[src/rtl/maze_pkg.sv]
// Shared types and defaults for the maze movement controller.
// Optional map-ack timeout is enabled with MAZE_MOVE_TIMEOUT_EN.
package maze_pkg;

  localparam logic [3:0] DIR_DN    = 4'b0001;
  localparam logic [3:0] DIR_RIGHT = 4'b0010;
  localparam logic [3:0] DIR_UP    = 4'b0100;
  localparam logic [3:0] DIR_LEFT  = 4'b1000;

  localparam int MAP_W_DEF       = 20;
  localparam int MAP_H_DEF       = 15;
  localparam int EXIT_X_DEF      = 17;
  localparam int EXIT_Y_DEF      = 14;
  localparam int TIMEOUT_CYC_DEF = 15;

  typedef enum logic [1:0] {
    ST_IDLE   = 2'd0,
    ST_LOOKUP = 2'd1,
    ST_UPDATE = 2'd2,
    ST_WON    = 2'd3
  } state_e;

  function automatic logic dir_legal(input logic [3:0] d);
    return (d == DIR_DN) || (d == DIR_RIGHT) || (d == DIR_UP) || (d == DIR_LEFT);
  endfunction

endpackage

[src/rtl/move_arbiter.sv]
// Two pending direction slots (keyboard, buttons) with round-robin grant.
module move_arbiter
  import maze_pkg::*;
(
  input  logic       clk,
  input  logic       reset,
  input  logic       kbd_valid,
  input  logic [3:0] kbd_dir,
  input  logic       btn_valid,
  input  logic [3:0] btn_dir,
  input  logic       take_kbd,
  input  logic       take_btn,
  input  logic       flush,
  output logic       grant_valid,
  output logic [3:0] grant_dir,
  output logic       grant_src
);

  logic       kbd_pend_q, kbd_pend_d;
  logic [3:0] kbd_dir_q, kbd_dir_d;
  logic       btn_pend_q, btn_pend_d;
  logic [3:0] btn_dir_q, btn_dir_d;
  logic       prio_q, prio_d;  // 0: keyboard preferred, 1: buttons preferred

  logic kbd_wr, btn_wr;

  assign kbd_wr = kbd_valid && dir_legal(kbd_dir) && !flush;
  assign btn_wr = btn_valid && dir_legal(btn_dir) && !flush;

  assign grant_valid = kbd_pend_q || btn_pend_q;
  assign grant_src   = btn_pend_q && (!kbd_pend_q || prio_q);
  assign grant_dir   = grant_src ? btn_dir_q : kbd_dir_q;

  // A strobe landing in the grant cycle wins over the clear.
  always_comb begin
    kbd_pend_d = kbd_pend_q;
    kbd_dir_d  = kbd_dir_q;
    btn_pend_d = btn_pend_q;
    btn_dir_d  = btn_dir_q;
    prio_d     = prio_q;
    if (flush) begin
      kbd_pend_d = 1'b0;
      btn_pend_d = 1'b0;
    end else begin
      if (kbd_wr) begin
        kbd_pend_d = 1'b1;
        kbd_dir_d  = kbd_dir;
      end else if (take_kbd) begin
        kbd_pend_d = 1'b0;
      end
      if (btn_wr) begin
        btn_pend_d = 1'b1;
        btn_dir_d  = btn_dir;
      end else if (take_btn) begin
        btn_pend_d = 1'b0;
      end
    end
    if (take_kbd) prio_d = 1'b1;
    if (take_btn) prio_d = 1'b0;
  end

  always_ff @(posedge clk) begin
    if (reset) begin
      kbd_pend_q <= 1'b0;
      kbd_dir_q  <= 4'd0;
      btn_pend_q <= 1'b0;
      btn_dir_q  <= 4'd0;
      prio_q     <= 1'b0;
    end else begin
      kbd_pend_q <= kbd_pend_d;
      kbd_dir_q  <= kbd_dir_d;
      btn_pend_q <= btn_pend_d;
      btn_dir_q  <= btn_dir_d;
      prio_q     <= prio_d;
    end
  end

endmodule

[src/rtl/maze_move_ctrl.sv]
// Player-movement controller: one granted move per frame, wall lookup, win flag.
// Define MAZE_MOVE_TIMEOUT_EN to give up on a map lookup after TIMEOUT_CYC cycles.
module maze_move_ctrl
  import maze_pkg::*;
#(
  parameter int MAP_W       = MAP_W_DEF,
  parameter int MAP_H       = MAP_H_DEF,
  parameter int EXIT_X      = EXIT_X_DEF,
  parameter int EXIT_Y      = EXIT_Y_DEF,
  parameter int TIMEOUT_CYC = TIMEOUT_CYC_DEF
) (
  input  logic       clk,
  input  logic       reset,
  input  logic       frame_tick,
  input  logic       restart,
  input  logic       kbd_valid,
  input  logic [3:0] kbd_dir,
  input  logic       btn_valid,
  input  logic [3:0] btn_dir,
  output logic       map_rd_req,
  output logic [4:0] map_rd_x,
  output logic [3:0] map_rd_y,
  input  logic       map_rd_ack,
  input  logic       map_rd_wall,
  output logic [4:0] px,
  output logic [3:0] py,
  output logic       win,
  output logic       busy,
  output logic       move_done,
  output logic       move_blocked
);

  if (TIMEOUT_CYC < 1) begin : g_bad_tmo
    $error("TIMEOUT_CYC must be at least 1");
  end

  state_e     state_q, state_d;
  logic [4:0] px_q, px_d, tx_q, tx_d;
  logic [3:0] py_q, py_d, ty_q, ty_d;
  logic       win_q, win_d;
  logic       blk_q, blk_d;

  logic       grant_valid, grant_src, grant_take;
  logic [3:0] grant_dir;
  logic [4:0] nx;
  logic [3:0] ny;
  logic       oob;
  logic       lookup_tmo;

  move_arbiter u_arb (
    .clk        (clk),
    .reset      (reset),
    .kbd_valid  (kbd_valid),
    .kbd_dir    (kbd_dir),
    .btn_valid  (btn_valid),
    .btn_dir    (btn_dir),
    .take_kbd   (grant_take && !grant_src),
    .take_btn   (grant_take && grant_src),
    .flush      (state_q == ST_WON),
    .grant_valid(grant_valid),
    .grant_dir  (grant_dir),
    .grant_src  (grant_src)
  );

`ifdef MAZE_MOVE_TIMEOUT_EN
  localparam int TW = $clog2(TIMEOUT_CYC + 1);
  logic [TW-1:0] tmo_q;

  // Counts cycles spent in LOOKUP; restarts from zero on every entry.
  always_ff @(posedge clk) begin
    if (reset || state_q != ST_LOOKUP) tmo_q <= '0;
    else                               tmo_q <= tmo_q + 1'b1;
  end

  assign lookup_tmo = (tmo_q == TW'(TIMEOUT_CYC - 1));
`else
  assign lookup_tmo = 1'b0;
`endif

  // Target cell and bounds check for the currently granted direction.
  always_comb begin
    nx  = px_q;
    ny  = py_q;
    oob = 1'b0;
    case (grant_dir)
      DIR_DN: begin
        oob = (py_q == 4'(MAP_H - 1));
        ny  = py_q + 4'd1;
      end
      DIR_RIGHT: begin
        oob = (px_q == 5'(MAP_W - 1));
        nx  = px_q + 5'd1;
      end
      DIR_UP: begin
        oob = (py_q == 4'd0);
        ny  = py_q - 4'd1;
      end
      DIR_LEFT: begin
        oob = (px_q == 5'd0);
        nx  = px_q - 5'd1;
      end
      default: oob = 1'b1;
    endcase
  end

  always_comb begin
    state_d    = state_q;
    px_d       = px_q;
    py_d       = py_q;
    tx_d       = tx_q;
    ty_d       = ty_q;
    win_d      = win_q;
    blk_d      = 1'b0;
    grant_take = 1'b0;
    case (state_q)
      ST_IDLE: begin
        if (frame_tick && grant_valid) begin
          grant_take = 1'b1;
          if (oob) begin
            blk_d = 1'b1;
          end else begin
            tx_d    = nx;
            ty_d    = ny;
            state_d = ST_LOOKUP;
          end
        end
      end
      ST_LOOKUP: begin
        if (map_rd_ack) begin
          if (map_rd_wall) begin
            blk_d   = 1'b1;
            state_d = ST_IDLE;
          end else begin
            state_d = ST_UPDATE;
          end
        end else if (lookup_tmo) begin
          blk_d   = 1'b1;
          state_d = ST_IDLE;
        end
      end
      ST_UPDATE: begin
        px_d = tx_q;
        py_d = ty_q;
        if (tx_q == 5'(EXIT_X) && ty_q == 4'(EXIT_Y)) begin
          win_d   = 1'b1;
          state_d = ST_WON;
        end else begin
          state_d = ST_IDLE;
        end
      end
      ST_WON: begin
        if (restart) begin
          px_d    = 5'd0;
          py_d    = 4'd0;
          win_d   = 1'b0;
          state_d = ST_IDLE;
        end
      end
      default: state_d = ST_IDLE;
    endcase
  end

  always_ff @(posedge clk) begin
    if (reset) begin
      state_q <= ST_IDLE;
      px_q    <= 5'd0;
      py_q    <= 4'd0;
      tx_q    <= 5'd0;
      ty_q    <= 4'd0;
      win_q   <= 1'b0;
      blk_q   <= 1'b0;
    end else begin
      state_q <= state_d;
      px_q    <= px_d;
      py_q    <= py_d;
      tx_q    <= tx_d;
      ty_q    <= ty_d;
      win_q   <= win_d;
      blk_q   <= blk_d;
    end
  end

  // Target registers only change on entry to LOOKUP, so x/y hold while req is high.
  assign map_rd_req   = (state_q == ST_LOOKUP);
  assign map_rd_x     = tx_q;
  assign map_rd_y     = ty_q;
  assign px           = px_q;
  assign py           = py_q;
  assign win          = win_q;
  assign busy         = (state_q != ST_IDLE);
  assign move_done    = (state_q == ST_UPDATE);
  assign move_blocked = blk_q;

endmodule
[config.mk]
export PLATFORM = sky130hd
export DESIGN_NAME = maze_move_ctrl
export DESIGN_NICKNAME = d
export VERILOG_FILES = /design/src/rtl/maze_pkg.sv /design/src/rtl/move_arbiter.sv /design/src/rtl/maze_move_ctrl.sv
export SDC_FILE = /design/constraint.sdc
export NUM_CORES = 1
export LEC_CHECK = 0
export BUFFER_PORTS_ARGS = -buffer_cell sky130_fd_sc_hd__buf_4
export CORE_MARGIN = 2
export CORE_UTILIZATION = 23
export CTS_BUF_LIST = sky130_fd_sc_hd__clkbuf_2
export DETAILED_ROUTE_END_ITERATION = 12
export HOLD_SLACK_MARGIN = 0.02
export REMOVE_ABC_BUFFERS = 1
export SLEW_MARGIN = 20
export SYNTH_ARGS = -nofsm -noshare
export SYNTH_HDL_FRONTEND = slang
export SYNTH_SLANG_ARGS = --single-unit
[constraint.sdc]
create_clock -name clk -period 8.7 [get_ports clk]
set_clock_uncertainty 0.15 [all_clocks]
set_input_delay 0.435 -clock clk [delete_from_list [all_inputs] [get_ports clk]]
set_output_delay 0.435 -clock clk [all_outputs]
set_load 0.01 [all_outputs]
==> qor.yml, run 1 <==
power_and_ir_drop:
  switching_share: 0.301
  pwr-share-seq: 0.571
  internal_power_mw: 0.194
  leakagePower_nw: 1.09
  switchingPower_mw: 0.0835
  ir_drop_uv: 37.1
  power_density_nw_per_um2: 112
  p_clk_frac: 0.251
  pwr-share-comb: 0.178
sta:
  tightest_slew_ps: 885
  fmax_ghz: 0.318
  timing.slew.headroom: 0.409
  finalSetupViolCount: 0
  period_needed_ps: 3150
  rsz0062_at_grt: "no"
  finalCritPeriodShare: 0.362
  setup-tns-final_ps: 0
  hold_viol_final: 0
  drv_slew: 0
place:
  io_buffers: 38
  routabilityCongestion: 0.915
  hpwl_um: 4100
  placed_cells: 383
drt:
  ant_nets: 0
  dr.pass1.iters: 4
  wl_per_cell_um: 13.5
  drt_iter0_drc: 119
  viasPerCell: 4.91
  drc: 0
  wl_um: 5270
  via_count: 1914
worst_setup_path:
  critPathCaptureType: "register"
  crit_fanout: 9
  cpPeakStageDelay_ps: 430
  worstPathRequired_ps: 8870
  crit_path_frequent_cell: "a21oi_1"
  cp.arrival_ps: 3320
  cp_top_family: "compound AO/OA/AOI/OAI gates"
  startpoint_type: "register"
  path_cells: "nand2b_1 > nand2_1 > a21boi_0 > a21oi_1 > fa_1 > a21o_1 > a21oi_1 > mux2i_1 > o22ai_1 > xnor2_1 > o211ai_1"
  cp_slowest_cell: "fa_1"
  crit_buf_inv: 0
  crit_start: "u_arb.prio_q"
  crit_type: "reg -> reg"
  rr_startpoint: "u_arb.prio_q"
global_route:
  top_usage_layer: "met2"
  grt_overflow: 0
  grt_pass1_vias: 1865
  antenna_found_initial: 0
  use_met1: 0.146
  globalRouteTotalUtil: 0.111
  grt_max_degree: 39
  met3_usage: 0.0340
  met2_usage: 0.180
  grt_pass1_wl_um: 8900
yosys:
  syn-mean-instance-area_sq_um: 8.43
  synth_largest_area_cell: "dfxtp_1"
  synthCells: 246
  synthTopCellsByArea: "dfxtp_1 (32%), mux2i_1 (7.2%), nor2_1 (6.0%), mux2_4 (4.3%), nor2b_1 (4.2%)"
  async_flop_share: 0
  yosys_warnings: 0
  synth_ff_type: "dfxtp_1"
  yosysUniqueCellTypes: 46
  ys_seq_area_frac: 0.318
  synth_edf_count: 0
  yosysTopAreaCellShare: 0.318
  ys_ff_latch: 33
  syn-cell-area_sq_um: 2070
floorplanning:
  die_w_um: 99.0
  start_util: 0.238
  io_pins: 39
  coreArea_sq_um: 8720
  die_h_um: 99.0
  rows: 34
  dieArea_sq_um: 9800
clock_network:
  numCtsBuffers: 5
  clockRootBuffer: "clkbuf_2"
  cts_setup_buffers: 0
  h-tree-depth: 2
  ctsResizeCount: 0
  clock_latency_ps: 370
  cts_max_path_buffers: 2
  cts.sinks: 33
  cts_tree: "yes"
  cts_hold_buffers: 0
  clk_pin_slew_ps: 180
layout:
  syn2layout_area_growth_pct: 19.9
  nNetsFinal: 305
  final_common_cell: "buf_4"
  diodes: 0
  final_cell_count_no_fill: 390
  final_cell_mix: "buf_4 (38), nor2_1 (33), dfxtp_1 (33)"
  layout-drive-gt1-share: 0.199
outcome:
  status: "complete, no violations"
worst_hold_path:
  min_from: "btn_dir[0]"
  min_path_type: "in -> reg"
run:
  timing.max_cap.violations: 0
[cell families after synthesis]
family	after synthesis	synth area share
and+or+nand+nor	93	0.225
muxes	21	0.116
AOI/OAI and AO/OA	65	0.220
buffers and inverters	19	0.0380
DFF	33	0.318
adders and majority gates	7	0.0495
xor gates and xnor gates	8	0.0338
[flip-flops by register name, summed over array words and instances, names as in the netlist]
name and count:
state_q 2, u_arb.btn_pend_q 1, py 4, map_rd_y 4, map_rd_x 5, win 1, u_arb.kbd_dir_q 4, px 5
u_arb.btn_dir_q 4, u_arb.prio_q 1, u_arb.kbd_pend_q 1, move_blocked 1
[routing by layer]
metal / up-vias / routed length [um]
met2: 48 / 2380
met4: 0 / 41
met1: 900 / 2530
met3: 6 / 313
li1: 960 / -
met5: - / 0
[final timing paths]
path	endpoint	slack [ps]	cells past startpoint
worst max register to register	map_rd_x[4]	5550	11
worst min-delay path	u_arb.btn_dir_q[0]	160	3
worst min register to register	win	320	2
worst max-delay path	map_rd_x[4]	5550	11
[worst register-to-register path, stage by stage, from the launching register on]
cell,delay [ps]
dfxtp_1,390
nand2b_1,340
nand2_1,190
a21boi_0,340
a21oi_1,170
fa_1,440
a21o_1,200
a21oi_1,270
mux2i_1,220
o22ai_1,110
xnor2_1,130
o211ai_1,160
[stage by stage]
step                      area [sq um]  power (mW)   util  hold slack, ps  worst slack (ps)
after global routing              2490       0.294  0.285             140              5220
final                             2490       0.277  0.285             163              5550
after CTS                         2490       0.281  0.285             149              5570
after floorplan                   2030       0.193      -             314              5900
after detailed placement          2450       0.211  0.281             305              5580
after global placement            2450       0.210  0.281             300              5690
[final cells by class]
type,instances,area (sq um)
fillers,944,6230
multi-input cells,194,1340
flip-flops and latches,33,661
repair buffers,38,285
well taps,108,135
inverters,10,37.5
clock buffers,6,30.0
clock inverters,1,3.75
[power by group through the flow]
stage	registers, mW	logic (mW)	clock network (mW)
2_1_floorplan	0.161	0.0320	0
3_5_place_dp	0.162	0.0496	0
3_3_place_gp	0.162	0.0489	0
4_1_cts	0.158	0.0498	0.0729
6_report	0.158	0.0493	0.0698
5_1_grt	0.159	0.0554	0.0791
[synthesized netlist by cell type, types with 5 or more instances]
| master | instances |
|---|---|
| clkbuf_1 | 8 |
| nor2_1 | 33 |
| nor2b_1 | 14 |
| ha_1 | 5 |
| o21ai_0 | 13 |
| a21o_1 | 5 |
| mux2i_1 | 15 |
| dfxtp_1 | 33 |
| nand2_1 | 18 |
| xnor2_1 | 5 |
| mux2_4 | 6 |
| a22oi_1 | 9 |
| nand3_1 | 9 |
| a21oi_1 | 9 |
| inv_1 | 9 |
No activity file was read; power rests on OpenSTA's default activity.
==> inputs of run 2 (changes only) <==
==> constraint.sdc (replaced) <==
create_clock -name clk -period 3.01 [get_ports clk]
set_clock_uncertainty 0.15 [all_clocks]
set_input_delay 0.1505 -clock clk [delete_from_list [all_inputs] [get_ports clk]]
set_output_delay 0.1505 -clock clk [all_outputs]
set_load 0.01 [all_outputs]
==> run 2 against run 1 <==
  * Register-to-register slack got worse by 5300 ps
  * Hold slack got worse by 70 ps
  * Global-route usage rose by 0.80 points
  * Total power grew to 3.0 times the previous value
  * Routed wire length up 5.8%
  * Critical path depth is 1 lower
  * Sequential share of layout area down 2.0 points
  * Critical endpoint unchanged
==> qor.yml, run 2 (synthesis gave the netlist of run 1 again) <==
outcome:
  status: "complete, no violations"
drt:
  ant_nets: 0
  via_count: 2016
  viasPerCell: 4.92
  wl_um: 5570
  drc: 0
  drt_iter0_drc: 74
  wl_per_cell_um: 13.6
  dr.pass1.iters: 4
layout:
  multiInputGateArea_sq_um: 1350
  syn2layout_area_growth_pct: 29.6
  final_common_cell: "buf_4"
  nNetsFinal: 326
  layout-drive-gt1-share: 0.219
  final_cell_mix: "buf_4 (45), nor2_1 (33), dfxtp_1 (33)"
  fin_util: 0.308
  fillers: 925
  final_cell_count_no_fill: 410
  register_area_sq_um: 661
  diodes: 0
  fin_area_sq_um: 2690
power_and_ir_drop:
  ir_drop_uv: 100
  p_total_mw: 0.819
  leakagePower_nw: 1.18
  power_density_nw_per_um2: 305
worst_setup_path:
  crit_fanout: 5
  crit_type: "reg -> reg"
  cp.arrival_ps: 2920
  startpoint_type: "register"
  critPathCaptureType: "register"
  worstPathRequired_ps: 3160
clock_network:
  clockRootBuffer: "clkbuf_2"
  cts_max_path_buffers: 2
  clk_pin_slew_ps: 160
  cts.sinks: 33
  clock_latency_ps: 370
  cts_tree: "yes"
  h-tree-depth: 2
  numCtsBuffers: 5
  cts_setup_buffers: 0
floorplanning:
  die_w_um: 99.0
  dieArea_sq_um: 9800
  io_pins: 39
  coreArea_sq_um: 8720
  die_h_um: 99.0
  rows: 34
  start_util: 0.238
global_route:
  grt_pass1_wl_um: 9540
  antenna_found_initial: 0
  grt_pass1_vias: 1966
  grt_overflow: 0
  globalRouteTotalUtil: 0.119
  grt_max_degree: 39
sta:
  finalCritPeriodShare: 0.920
  timing.slew.headroom: 0.405
  fmax_ghz: 0.361
  finalSetupViolCount: 0
  rsz0062_at_grt: "no"
  setup-tns-final_ps: 0
  period_needed_ps: 2770
  tightest_slew_ps: 886
  hold_viol_final: 0
  hold_ws_ps: 93.0
  setup_ws_ps: 241
  drv_slew: 0
place:
  placed_cells: 390
  place_area_sq_um: 2510
  hpwl_um: 4190
  io_buffers: 38
  post-place-ws_ps: 196
  routabilityCongestion: 0.872
run:
  timing.max_cap.violations: 0
worst_hold_path:
  min_path_type: "in -> reg"
## run 2: cell count changes in the layout (fill, tap and decap cells not counted)
| cell | before | now |
|---|---|---|
| a21boi_0 | 1 | 0 |
| a21boi_2 | 0 | 1 |
| a21oi_1 | 9 | 7 |
| a21oi_2 | 0 | 2 |
| buf_4 | 38 | 45 |
| clkbuf_2 | 6 | 5 |
| clkinv_1 | 1 | 0 |
| clkinv_2 | 0 | 1 |
| dlygate4sd3_1 | 0 | 14 |
## run 2: layout make-up
cell class,instances,area share
multi-input cells,194,0.501
flip-flops and latches,33,0.246
repair buffers,59,0.178
well taps,108,0.0503
inverters,10,0.0140
clock buffers,5,0.00931
clock inverters,1,0.00186
## run 2: critical path, stage by stage, from the launching register on
cell and delay, ps:
dfxtp_1 400, and2b_2 260, o21ai_1 250, a21oi_2 150
fa_1 420, a21o_1 190, a21oi_1 270, mux2i_1 220
o22ai_1 110, xnor2_1 130, o211ai_1 170
## run 2: where the power goes
| group | switching, mW | total (mW) | internal [mW] | leakage, nW |
|---|---|---|---|---|
| combinational | 0.0908 | 0.169 | 0.0778 | 0.890 |
| clock | 0.145 | 0.193 | 0.0474 | 0.0247 |
| sequential | 0.0108 | 0.457 | 0.447 | 0.267 |
## run 2: metal layers
metal,global-route usage,part of all wire,wire length (um),vias to the layer above
met3,0.0277,0.038,210,5
met4,0.0306,0.0068,38,0
met5,0,0,0,-
li1,-,-,-,999
met1,0.162,0.50,2800,973
met2,0.190,0.45,2530,39
## run 2: what timing repair did
action	CTS	global route
hold buffers	14	0
setup endpoints to repair	0	2
hold endpoints to repair	17	0
gates resized for setup	0	4
## run 2: final timing paths
check | start | endpoint | slack [ps] | cells past startpoint
worst min register to register | win | win | 320 | 2
worst min-delay path | frame_tick | state_q[0] | 90 | 4
worst max-delay path | u_arb.prio_q | map_rd_x[4] | 240 | 10
worst max register to register | u_arb.prio_q | map_rd_x[4] | 240 | 10
==> inputs of run 3 (changes only) <==
--- a/config.mk
+++ b/config.mk
@@ -11,6 +11,7 @@
 export CTS_BUF_LIST = sky130_fd_sc_hd__clkbuf_2
 export DETAILED_ROUTE_END_ITERATION = 12
 export HOLD_SLACK_MARGIN = 0.02
+export PLACE_DENSITY = 0.46
 export REMOVE_ABC_BUFFERS = 1
 export SLEW_MARGIN = 20
 export SYNTH_ARGS = -nofsm -noshare
==> run 3 against run 2 <==
  * Non-clock buffer count increased by 8
  * Clock power increased by 15%
  * Routed wire length increased by 2.8%
  * Total power increased by 4.3%
  * Flip-flop and latch count unchanged
  * Critical path depth increased by 1
  * Hold slack got worse by 26 ps
  * Setup slack got worse by 62 ps
  * Register-to-register slack got worse by 60 ps
  * Via count decreased by 1.8%
  * Fmax decreased by 2.2%
  * First-iteration DRC count decreased by 20%
  * Critical endpoint is now map_rd_y[3]
==> qor.yml, run 3 (synthesis gave the netlist of run 1 again) <==
worst_setup_path:
  r2r_slack_ps: 180
  cp_slowest_cell: "or4_1"
  crit_type: "reg -> reg"
  crit_fanout: 4
  startpoint_type: "register"
  crit_buf_inv: 1
  setup.worst_path.end: "map_rd_y[3]"
  worstPathRequired_ps: 3140
  cpPeakStageDelay_ps: 500
  critPathCaptureType: "register"
  crit_start: "u_arb.prio_q"
  rr_startpoint: "u_arb.prio_q"
  cp_num_cells: 11
  cp_top_family: "simple AND/OR/NAND/NOR gates"
  path_cells: "and2b_2 > o21ai_1 > o21a_1 > inv_1 > ha_1 > a21o_1 > a21oi_2 > nor3_1 > or4_1 > nand3_1 > mux2i_1"
  r2r_end: "map_rd_y[3]"
  r2r_cells: 11
  cp.arrival_ps: 2960
floorplanning:
  die_h_um: 99.0
  rows: 34
  dieArea_sq_um: 9800
  coreArea_sq_um: 8720
  die_w_um: 99.0
  io_pins: 39
  start_util: 0.238
drt:
  wl_um: 5730
  wl_per_cell_um: 13.6
  drt_iter0_drc: 59
  drc: 0
  ant_nets: 0
  dr.pass1.iters: 4
  via_count: 1980
  viasPerCell: 4.71
clock_network:
  clockRootBuffer: "clkbuf_2"
  h-tree-depth: 2
  cts_max_path_buffers: 2
  cts_tree: "yes"
  clock_latency_ps: 380
  clk_pin_slew_ps: 180
  cts_setup_buffers: 0
  cts.sinks: 33
  numCtsBuffers: 5
sta:
  hold_ws_ps: 66.8
  timing.slew.headroom: 0.551
  period_needed_ps: 2830
  finalSetupViolCount: 0
  drv_slew: 0
  hold_viol_final: 0
  tightest_slew_ps: 666
  setup_ws_ps: 178
  finalCritPeriodShare: 0.941
  fmax_ghz: 0.353
global_route:
  grt_pass1_vias: 1934
  globalRouteTotalUtil: 0.120
  antenna_found_initial: 0
  grt_pass1_wl_um: 9470
  grt_max_degree: 39
  grt_overflow: 0
power_and_ir_drop:
  pwr-share-seq: 0.535
  p_clk_frac: 0.259
  ir_drop_uv: 142
  internal_power_mw: 0.589
  power_density_nw_per_um2: 308
  leakagePower_nw: 1.24
  pwr-share-comb: 0.206
  switching_share: 0.310
  switchingPower_mw: 0.265
layout:
  register_area_sq_um: 662
  diodes: 0
  nNetsFinal: 334
  multiInputGateArea_sq_um: 1350
  layout-drive-gt1-share: 0.231
  fin_area_sq_um: 2780
  final_common_cell: "buf_4"
  final_cell_mix: "buf_4 (47), nor2_1 (33), dfxtp_1 (32)"
  fillers: 941
  syn2layout_area_growth_pct: 33.9
place:
  routabilityCongestion: 0.827
  io_buffers: 38
  place_area_sq_um: 2520
  post-place-ws_ps: 50.8
  hpwl_um: 4240
outcome:
  status: "complete, no violations"
worst_hold_path:
  min_path_type: "in -> reg"
run:
  timing.max_cap.violations: 0
## run 3: cell types whose count changed in the layout (fill, tap and decap cells not counted)
cell	delta
clkbuf_2	+1
dfxtp_2	+1
dfxtp_1	-1
a21oi_2	+1
buf_4	+2
a21oi_1	-1
clkinv_2	+1
dlygate4sd3_1	+6
## run 3: repair_timing
item / in CTS / in global routing
resized for setup: 0 / 6
endpoints found under the setup margin: 0 / 2
hold buffers: 20 / 0
endpoints found under the hold margin: 21 / 0
## run 3: how the worst min path moves through the flow
stage	start	end	slack, ps	depth (start not counted)
final	frame_tick	state_q[0]	70	4
after global placement	kbd_dir[1]	u_arb.kbd_dir_q[1]	260	3
after global routing	frame_tick	state_q[0]	100	4
after floorplan	reset	win	70	1
after CTS	frame_tick	state_q[0]	40	4
after detailed placement	btn_dir[0]	u_arb.btn_dir_q[0]	260	3
## run 3: layer usage
| layer | part of all wire | global-route usage | vias up |
|---|---|---|---|
| met5 | 0 | 0 | - |
| met4 | 0.0091 | 0.0358 | 0 |
| met3 | 0.042 | 0.0298 | 5 |
| met2 | 0.46 | 0.196 | 32 |
| met1 | 0.49 | 0.156 | 922 |
| li1 | - | - | 1021 |
## run 3: through the flow
stage | instances | power [mW] | TNS, ps | utilization
after floorplan | 237 | 0.558 | 0 | -
after global placement | 392 | 0.622 | 0 | 0.289
after detailed placement | 392 | 0.623 | 0 | 0.289
after CTS | 420 | 0.870 | 0 | 0.317
after global routing | 420 | 0.909 | -8.18 | 0.319
final | 420 | 0.854 | 0 | 0.319
## run 3: final cells by class
type	count	area share
tap	108	0.0486
clock inverter	2	0.00360
inverter	10	0.0135
sequential	33	0.238
clock buffer	6	0.0108
timing repair buffer	67	0.199
multi-input combinational	194	0.486
## run 3: tightest hold or removal path, stage by stage
cell,delay [ps]
buf_4,110
o21ai_0,120
a221oi_1,110
o21a_1,100
## run 3: power groups by stage
stage	Combinational, mW	Clock, mW	Sequential [mW]
after detailed placement	0.157	0	0.466
final	0.176	0.221	0.457
after CTS	0.175	0.237	0.457
after global placement	0.156	0	0.466
after global routing	0.195	0.254	0.460
after floorplan	0.0925	0	0.465
